--- src/rtl/poly_note_pkg.sv ---
// Shared types and saturating arithmetic for the polyphonic note bank.
package poly_note_pkg;

    typedef enum logic [2:0] {
        IDLE    = 3'd0,
        ATTACK  = 3'd1,
        DECAY   = 3'd2,
        SUSTAIN = 3'd3,
        RELEASE = 3'd4
    } env_state_t;

    // Envelope arithmetic is done in a fixed 32-bit word; callers zero-extend and truncate.
    typedef logic [31:0] amp_word_t;

    function automatic amp_word_t sat_add(input amp_word_t a, input amp_word_t b,
                                          input amp_word_t ceil_val);
        logic [32:0] sum;
        sum = {1'b0, a} + {1'b0, b};
        return (sum > {1'b0, ceil_val}) ? ceil_val : sum[31:0];
    endfunction

    function automatic amp_word_t sat_sub(input amp_word_t a, input amp_word_t b,
                                          input amp_word_t floor_val);
        if (b >= a)
            return floor_val;
        return ((a - b) < floor_val) ? floor_val : (a - b);
    endfunction

endpackage

--- src/rtl/poly_voice.sv ---
// One voice: ADSR envelope FSM, square-wave tone counter and signed sample output.
module poly_voice
    import poly_note_pkg::*;
#(
    parameter int PERIOD_W = 26,
    parameter int AMP_W    = 16
) (
    input  logic                clk,
    input  logic                rst_b,
    input  logic                en,
    input  logic                start,
    input  logic                zero_level,
    input  logic                rel_cmd,
    input  logic [6:0]          new_key,
    input  logic [PERIOD_W-1:0] new_period,
    input  logic [AMP_W-1:0]    atk_step,
    input  logic [AMP_W-1:0]    dec_step,
    input  logic [AMP_W-1:0]    rel_step,
    input  logic [AMP_W-1:0]    sus_level,
    output env_state_t          state,
    output logic [6:0]          key,
    output logic                busy,
    output logic                done,
    output logic signed [AMP_W:0] sample
);

    localparam logic [AMP_W-1:0] AMP_MAX = '1;

    env_state_t          state_reg, state_next;
    logic [AMP_W-1:0]    level_reg, level_next;
    logic [PERIOD_W-1:0] cnt_reg, cnt_next;
    logic [PERIOD_W-1:0] period_reg;
    logic [6:0]          key_reg;
    logic                phase_reg, phase_next;
    logic                done_reg, done_next;

    always_comb begin
        state_next = state_reg;
        level_next = level_reg;
        cnt_next   = cnt_reg;
        phase_next = phase_reg;
        done_next  = 1'b0;
        if (en) begin
            case (state_reg)
                ATTACK: if (atk_step != '0) begin
                    level_next = AMP_W'(sat_add(amp_word_t'(level_reg), amp_word_t'(atk_step),
                                                amp_word_t'(AMP_MAX)));
                    if (level_next == AMP_MAX)
                        state_next = DECAY;
                end
                DECAY: if (dec_step != '0) begin
                    level_next = AMP_W'(sat_sub(amp_word_t'(level_reg), amp_word_t'(dec_step),
                                                amp_word_t'(sus_level)));
                    if (level_next == sus_level)
                        state_next = SUSTAIN;
                end
                SUSTAIN: level_next = sus_level;
                RELEASE: if (rel_step != '0) begin
                    level_next = AMP_W'(sat_sub(amp_word_t'(level_reg), amp_word_t'(rel_step),
                                                amp_word_t'(0)));
                    if (level_next == '0) begin
                        state_next = IDLE;
                        done_next  = 1'b1;
                    end
                end
                default: ;
            endcase
            if (state_reg != IDLE) begin
                if (period_reg == '0) begin
                    cnt_next   = '0;
                    phase_next = 1'b1;
                end else if (cnt_reg >= period_reg - 1'b1) begin
                    cnt_next   = '0;
                    phase_next = ~phase_reg;
                end else begin
                    cnt_next = cnt_reg + 1'b1;
                end
            end
        end
        // Commands land regardless of en; a (re)start overrides any envelope progress this cycle.
        if (start) begin
            state_next = ATTACK;
            level_next = zero_level ? '0 : level_reg;
            cnt_next   = '0;
            phase_next = 1'b1;
            done_next  = 1'b0;
        end else if (rel_cmd) begin
            state_next = RELEASE;
        end
    end

    always_ff @(posedge clk or negedge rst_b) begin
        if (!rst_b) begin
            state_reg  <= IDLE;
            level_reg  <= '0;
            cnt_reg    <= '0;
            phase_reg  <= 1'b1;
            period_reg <= '0;
            key_reg    <= '0;
            done_reg   <= 1'b0;
        end else begin
            state_reg <= state_next;
            level_reg <= level_next;
            cnt_reg   <= cnt_next;
            phase_reg <= phase_next;
            done_reg  <= done_next;
            if (start) begin
                period_reg <= new_period;
                key_reg    <= new_key;
            end
        end
    end

    assign state  = state_reg;
    assign key    = key_reg;
    assign busy   = (state_reg != IDLE);
    assign done   = done_reg;
    assign sample = (state_reg == IDLE) ? '0 :
                    (phase_reg ? $signed({1'b0, level_reg}) : -$signed({1'b0, level_reg}));

endmodule

--- src/rtl/poly_note_bank.sv ---
// Polyphonic note bank: voice allocation/retrigger and signed mix of NUM_VOICES voices.
// Define POLY_NOTE_BANK_STEAL_EN to steal a voice round-robin when the bank is full.
module poly_note_bank
    import poly_note_pkg::*;
#(
    parameter int NUM_VOICES = 4,
    parameter int PERIOD_W   = 26,
    parameter int AMP_W      = 16
) (
    input  logic                  clk,
    input  logic                  rst_b,
    input  logic                  en,
    input  logic                  note_valid,
    output logic                  note_ready,
    input  logic                  note_on,
    input  logic [6:0]            note_key,
    input  logic [PERIOD_W-1:0]   note_period,
    input  logic [AMP_W-1:0]      atk_step,
    input  logic [AMP_W-1:0]      dec_step,
    input  logic [AMP_W-1:0]      rel_step,
    input  logic [AMP_W-1:0]      sus_level,
    output logic signed [AMP_W+$clog2(NUM_VOICES):0] mix_out,
    output logic [NUM_VOICES-1:0] voice_busy,
    output logic                  busy,
    output logic                  done
);

    localparam int IDX_W = (NUM_VOICES > 1) ? $clog2(NUM_VOICES) : 1;
    localparam int MIX_W = AMP_W + 1 + $clog2(NUM_VOICES);

    env_state_t             voice_state  [NUM_VOICES];
    logic [6:0]             voice_key    [NUM_VOICES];
    logic signed [AMP_W:0]  voice_sample [NUM_VOICES];
    logic [NUM_VOICES-1:0]  voice_done, start_vec, rel_vec, on_match, off_match;
    logic [IDX_W-1:0]       on_idx, off_idx, idle_idx, alloc_idx;
    logic                   accept, full_miss, zero_level;
    logic signed [MIX_W-1:0] mix_sum, mix_reg;

    // Lowest index wins for every lookup, so scan from the top down.
    always_comb begin
        on_idx   = '0;
        off_idx  = '0;
        idle_idx = '0;
        for (int v = NUM_VOICES - 1; v >= 0; v--) begin
            if (on_match[v])    on_idx   = IDX_W'(v);
            if (off_match[v])   off_idx  = IDX_W'(v);
            if (!voice_busy[v]) idle_idx = IDX_W'(v);
        end
    end

    assign full_miss = !(|on_match) && (&voice_busy);
    assign accept    = note_valid && note_ready;

`ifdef POLY_NOTE_BANK_STEAL_EN
    logic [IDX_W-1:0] steal_ptr_reg;

    assign note_ready = 1'b1;
    assign zero_level = full_miss;
    assign alloc_idx  = (|on_match) ? on_idx : (full_miss ? steal_ptr_reg : idle_idx);

    always_ff @(posedge clk or negedge rst_b) begin
        if (!rst_b)
            steal_ptr_reg <= '0;
        else if (accept && note_on && full_miss)
            steal_ptr_reg <= (steal_ptr_reg == IDX_W'(NUM_VOICES - 1)) ? '0 : steal_ptr_reg + 1'b1;
    end
`else
    assign note_ready = !(note_valid && note_on && full_miss);
    assign zero_level = 1'b0;
    assign alloc_idx  = (|on_match) ? on_idx : idle_idx;
`endif

    for (genvar gi = 0; gi < NUM_VOICES; gi++) begin : g_voice
        assign on_match[gi]  = voice_busy[gi] && (voice_key[gi] == note_key);
        assign off_match[gi] = ((voice_state[gi] == ATTACK) || (voice_state[gi] == DECAY) ||
                                (voice_state[gi] == SUSTAIN)) && (voice_key[gi] == note_key);
        assign start_vec[gi] = accept && note_on && (alloc_idx == IDX_W'(gi));
        assign rel_vec[gi]   = accept && !note_on && (|off_match) && (off_idx == IDX_W'(gi));

        poly_voice #(
            .PERIOD_W (PERIOD_W),
            .AMP_W    (AMP_W)
        ) u_voice (
            .clk        (clk),
            .rst_b      (rst_b),
            .en         (en),
            .start      (start_vec[gi]),
            .zero_level (zero_level),
            .rel_cmd    (rel_vec[gi]),
            .new_key    (note_key),
            .new_period (note_period),
            .atk_step   (atk_step),
            .dec_step   (dec_step),
            .rel_step   (rel_step),
            .sus_level  (sus_level),
            .state      (voice_state[gi]),
            .key        (voice_key[gi]),
            .busy       (voice_busy[gi]),
            .done       (voice_done[gi]),
            .sample     (voice_sample[gi])
        );
    end

    always_comb begin
        mix_sum = '0;
        for (int v = 0; v < NUM_VOICES; v++)
            mix_sum = mix_sum + MIX_W'(voice_sample[v]);
    end

    always_ff @(posedge clk or negedge rst_b) begin
        if (!rst_b)
            mix_reg <= '0;
        else
            mix_reg <= mix_sum;
    end

    assign mix_out = mix_reg;
    assign busy    = |voice_busy;
    assign done    = |voice_done;

endmodule

--- config.mk ---
export PLATFORM = sky130hd
export DESIGN_NAME = poly_note_bank
export DESIGN_NICKNAME = d
export VERILOG_FILES = /design/src/rtl/poly_note_pkg.sv /design/src/rtl/poly_voice.sv /design/src/rtl/poly_note_bank.sv
export SDC_FILE = /design/constraint.sdc
export NUM_CORES = 2
export LEC_CHECK = 0
export ABC_AREA = 1
export BUFFER_PORTS_ARGS = -buffer_cell sky130_fd_sc_hd__buf_4
export CELL_PAD_IN_SITES_DETAIL_PLACEMENT = 1
export CELL_PAD_IN_SITES_GLOBAL_PLACEMENT = 1
export CORE_MARGIN = 2
export CORE_UTILIZATION = 30
export DETAILED_ROUTE_END_ITERATION = 6
export PLACE_DENSITY = 0.67
export SLEW_MARGIN = 25
export SYNTH_ARGS = -nofsm -noshare
export SYNTH_HDL_FRONTEND = slang
export SYNTH_SLANG_ARGS = --single-unit
--- constraint.sdc ---
create_clock -name clk -period 7.5 [get_ports clk]
set_input_delay 0.75 -clock clk [delete_from_list [all_inputs] [get_ports clk]]
set_output_delay 0.75 -clock clk [all_outputs]
set_load 0.05 [all_outputs]
Yosys cells after proc, flatten, opt, wreduce, memory -nomap -nowiden:

Index checks and enable logic that the tools add are counted.
Widths: inputs -> output; s select.

* register bits after elaboration: 339
* input bits: 102
* output and inout port bits: 26
* word-level logic and storage cells: 479

* $add $sub $neg: 27
* bitwise gates (word level): 8
* mux-type cells: 221
* $lt $le $gt $ge: 24
* eq/ne operators: 70
* reduce and logical (&&, ||, !) cells: 100

Operators by type and width (count)
* $mux 16: 64
* $mux 26: 20
* $pmux 16 s4: 4
* $mux 17: 8
* $sub 16x16->17: 8
* $ge 16x16->1: 8
* $lt 32x1->1 const B: 4
* $lt 32x16->1: 4
* $mux 3: 36
* $add 26x1->26 const B: 4
* $ge 26x26->1: 4
* $logic_not 26->1: 4
* $sub 26x1->26 const B: 4
* $ne 4x1->1 const B: 21
* $mux 1: 72
* $add 16x16->17: 4
* $gt 17x16->1 const B: 4
* $neg 16->17: 4
* $eq 16x16->1: 4
* $eq 16x16->1 const B: 4
* $logic_not 16->1: 4
* $reduce_bool 16->1: 3
* $pmux 3 s3: 4
* $reduce_bool 3->1: 12
* other kinds (28): 142

Depth between registers and ports, before layout:

* depth after elaboration: 16
* depth in mapped cells: 31
* gate-level depth less buffers: 30

Cells and area by module:

Synthesis repeated with hierarchy kept, for this count alone.

* cell total of the unflattened synthesis: 6563
* area, all modules: 41705.0 µm²

By module, submodules not included
* poly_voice at g_voice[1].u_voice ...: times used 2, cells each 1546, area an instance 9691.8 µm², sequential area each 2003.2 µm²
* poly_voice at g_voice[0].u_voice: times used 1, cells each 1523, area an instance 9631.7 µm², sequential area each 2003.2 µm²
* poly_voice at g_voice[3].u_voice: times used 1, cells each 1516, area an instance 9576.7 µm², sequential area each 2003.2 µm²
* poly_note_bank: times used 1, cells each 432, area an instance 3113.0 µm², sequential area each 475.5 µm²

Least setup slack after synthesis:

Ideal clock, no wire load.

* path type: register to register
* start: reg g_voice[0].u_voice.phase_reg
* end: reg mix_reg[17], in the netlist mix_out[17]
* cell stages (with the launch flop): 24
* library setup time: 0.079 ns
* setup slack: 3.028 ns
* arrival time: 4.393 ns
* path through: dfstp_2 > clkbuf_1 > clkinv_1 > clkbuf_1 > o21ai_0 > nand2_1 > fa_1 > inv_1 > fa_1 > ha_1 > inv_1 > fa_1 > inv_1 > a31oi_1 > o21ai_0 > nand3_1 > nand2_1 > nand2_1 > nand2_1 > nand3_1 > nand2_1 > nand3_1 > o21ai_0 > xor2_1

* longest elaborated chain between the ends: 5

Ends and longest elaborated chain
* start, declared: RTL line poly_voice.sv:34 `logic phase_reg, phase_next;`
* start signal, assigned: RTL line poly_voice.sv:105 `phase_reg <= phase_next;`
* $mux 17: RTL line poly_voice.sv:119 `(phase_reg ? $signed({1'b0, level_reg}) : -$signed({1'b0, level_reg}));`
* $mux 17: RTL line poly_voice.sv:118 `assign sample = (state_reg == IDLE) ? '0 :`
* $add 17x17->18: RTL line poly_note_bank.sv:107 `mix_sum = mix_sum + MIX_W'(voice_sample[v]);`
* $add 18x17->19: RTL line poly_note_bank.sv:107
* $add 19x17->19: RTL line poly_note_bank.sv:107
* named net mix_sum[17]: RTL line poly_note_bank.sv:37 `logic signed [MIX_W-1:0] mix_sum, mix_reg;`
* end signal, assigned: RTL line poly_note_bank.sv:114 `mix_reg <= mix_sum;`
* end, declared: RTL line poly_note_bank.sv:37

The timed path passes the listed nets, and every way through them passes these cells.
A chain may end at the register's enable or synchronous reset.

Final worst setup path:

* start: reg g_voice[1].u_voice.phase_reg
* end: reg mix_reg[17], in the netlist mix_out[17]

* longest elaborated chain between the ends: 5

Ends and longest elaborated chain (RTL line)
* start, declared: poly_voice.sv:34
* start signal, assigned: poly_voice.sv:105
* $mux 17: poly_voice.sv:119
* $mux 17: poly_voice.sv:118
* $add 17x17->18: poly_note_bank.sv:107
* $add 18x17->19: poly_note_bank.sv:107
* $add 19x17->19: poly_note_bank.sv:107
* named net mix_sum[17]: poly_note_bank.sv:37

The timed path passes the listed nets, and every way through them passes these cells.

==> results.ini <==
[outcome]
status=complete, no violations

[routing]
wl_mm=200
vias_per_cell=5.52
drcViolationCount=0
drtIter0Drc=4063
final_antenna_net_count=0
vias=45600
wire_per_inst_um=24.2
first_pass_iters=6

[synthesis]
netlist_area_sq_um=40400
synth_nets=6901
yosysWarnings=0
synth_area_per_cell_sq_um=6.35
synth.distinct_cells=62
syn_inst=6362
synth-seq-cells=339
synth-seq-area-share=0.210

[timing]
fmax_mhz=174
finalWorstSetupSlack_ns=1.77
fin_tns_setup_ns=0
slew_viol_final=0
setup_violations=0
worst_pin_slew_ns=1.16
relSlewSlack=0.218
skew_ns=0.0572
fin_crit_sh=0.764
timing_hold_violations_final=0
period_needed_ns=5.73
rsz0062_at_grt=no

[placed_design]
gp_congestion=1.02
dp_hpwl_mm=161
port_buffers=127
preCtsSetupSlack_ns=1.79

[die]
die_x_um=371
num_io_pins=128
start_util=0.302
num_rows=134
core_sq_um=134000
die_area_sq_um=138000
die_y_um=371

[setup_path]
required_ns=8.08
arrival_ns=6.31
endpoint_kind=flip-flop
crit_slowest_cell=o21ai_0
path_buf_inv=4
crit_type=flip-flop to flip-flop
path_cells=clkinv_1, o21ai_0, nand2_1, fa_1, inv_1, fa_1, ha_1, inv_1, fa_1, inv_1, a31oi_1, o21ai_0, nand3_1, nand2_1, nand2_1, nand2_1, nand3_1, nand2_1, nand3_1, o21ai_0, xor2_1
critPathMaxStageDelay_ns=0.83
cp_common_cell=nand2_1
cp-start-kind=flip-flop
path_max_fanout=18
cpLargestDelayFamily=adder cells

[clock_network]
clk_pin_slew_ns=0.06
clk_path_buf_depth=3
post-cts-setup-buffer-count=0
cts_tree=built
postCtsHoldBufs=0
cts.sinks=339
cts.repair.resized=0
cts-root-buf=clkbuf_16
h-tree-depth=2
clock_latency_ns=0.67
cts_buffers=48

[layout]
register_area_sq_um=8490
fin_nets=6985
final_util=0.339
fill_cells=17200
area_growth_pct=12.2
layout-drive-gt1-share=0.0563
multi_input_area_sq_um=28100

[global_routing]
first_global_vias=44700
grt_usage=0.285
grt_pass1_wl_mm=296
grt_antenna_before_repair=8
grt_max_degree=140
grt.overflow.total=0

[hold_path]
hold_path.class=primary input to async pin

[run]
max-cap-violations=0

[synthesized netlist by cell type, drive strengths merged]
library cell	instances	area [sq um]
and2b	1	7.51
inv	840	3150
nand4	182	1140
o311ai	4	35.0
dfstp	4	105
o21bai	17	128
or3	1	6.26
a31oi	12	75.1
xnor2	72	631
or2	10	62.6
o211ai	62	465
a211oi	14	105
o21ai	438	2230
a21boi	3	22.5
dfrtp	335	8380
nor3b	12	95.1
xor2	196	1720
and3	4	25.0
and2	3	18.8
mux2	1	11.3
or4	2	15.0
o41ai	3	26.3
nand2	1749	6590
nand3	478	2430
ha	390	4880
o31ai	7	52.6
a21o	12	90.1
o21a	10	75.1
clkbuf	89	334
a21oi	378	1930
nor3	221	1150
nor4	66	425
clkinv	15	56.3
buf	62	353
o221ai	8	70.1
a41oi	5	43.8
nor2	569	2220
nand3b	12	90.1
a22oi	6	45.0
o2111ai	17	149
fa	47	941
o22ai	5	37.5
[through the flow]
stage / cell area (sq um) / instances / hold WS (ns)
floorplan: 40400 / 6362 / 0.453
global placement: 43400 / 8164 / 0.473
detailed placement: 43400 / 8164 / 0.479
CTS: 45300 / 8254 / 0.101
global route: 45300 / 8255 / 0.117
finish: 45300 / 8256 / 0.0541
[area by class of cell]
| cell class | count | share of cell area |
|---|---|---|
| Antenna cell | 2 | 0.000110 |
| Clock buffer | 55 | 0.0286 |
| Clock inverter | 35 | 0.0134 |
| Inverter | 855 | 0.0708 |
| Multi-Input combinational cell | 5017 | 0.620 |
| Sequential cell | 339 | 0.187 |
| Tap cell | 1768 | 0.0488 |
| Timing Repair Buffer | 185 | 0.0313 |
[path summary, 6_finish.rpt]
path | startpoint | endpoint | slack, ns | cells after the start
max in group asynchronous | rst_b | g_voice[0].u_voice.cnt_reg[19] | 6.10 | 2
max | g_voice[1].u_voice.phase_reg | mix_out[17] | 1.77 | 21
min | rst_b | g_voice[2].u_voice.cnt_reg[0] | 0.05 | 1
min in group clk | note_period[7] | g_voice[0].u_voice.period_reg[7] | 0.32 | 3
max reg2reg | g_voice[1].u_voice.phase_reg | mix_out[17] | 1.77 | 21
min reg2reg | g_voice[1].u_voice.period_reg[7] | g_voice[1].u_voice.period_reg[7] | 0.49 | 2
[metal layers]
metal  track usage  part of all wire  vias up
met2         0.432              0.42     1530
met5             0           0.00021        -
met3        0.0467             0.079      304
met1         0.407              0.46    22500
li1              -                 -    21300
met4        0.0973             0.037        6
[logic make-up after synthesis]
family | count (synthesis) | share of synthesized area
compound gates | 1001 | 0.138
xor+xnor | 268 | 0.0581
fa+ha+maj | 437 | 0.144
buf+inv | 1006 | 0.0964
flops | 339 | 0.210
mux | 1 | 0.000279
simple gates | 3310 | 0.353
[layout by cell type, fill, tap and decap left out, types with 72 or more instances in the layout]
cell and count:
inv_1 828, nor3_1 209, a21oi_1 371, nor2_1 553, ha_1 390, buf_4 182
dfrtp_1 335, xor2_1 196, o21ai_0 419, nand2_1 1743, nand4_1 182, xnor2_1 72
nand3_1 472
[worst register-to-register path: cells and delay by family, from the launching register on]
kind            cells  cell delay, ns
xor+xnor            1            0.16
fa+ha+maj           4            1.72
simple gates        8            0.87
flops               1            0.66
buf+inv             4            0.78
compound gates      4            1.46
Power is left out: the tool's default activity adds up to more than one toggle a clock period on the data nets, which glitch-free logic cannot reach.
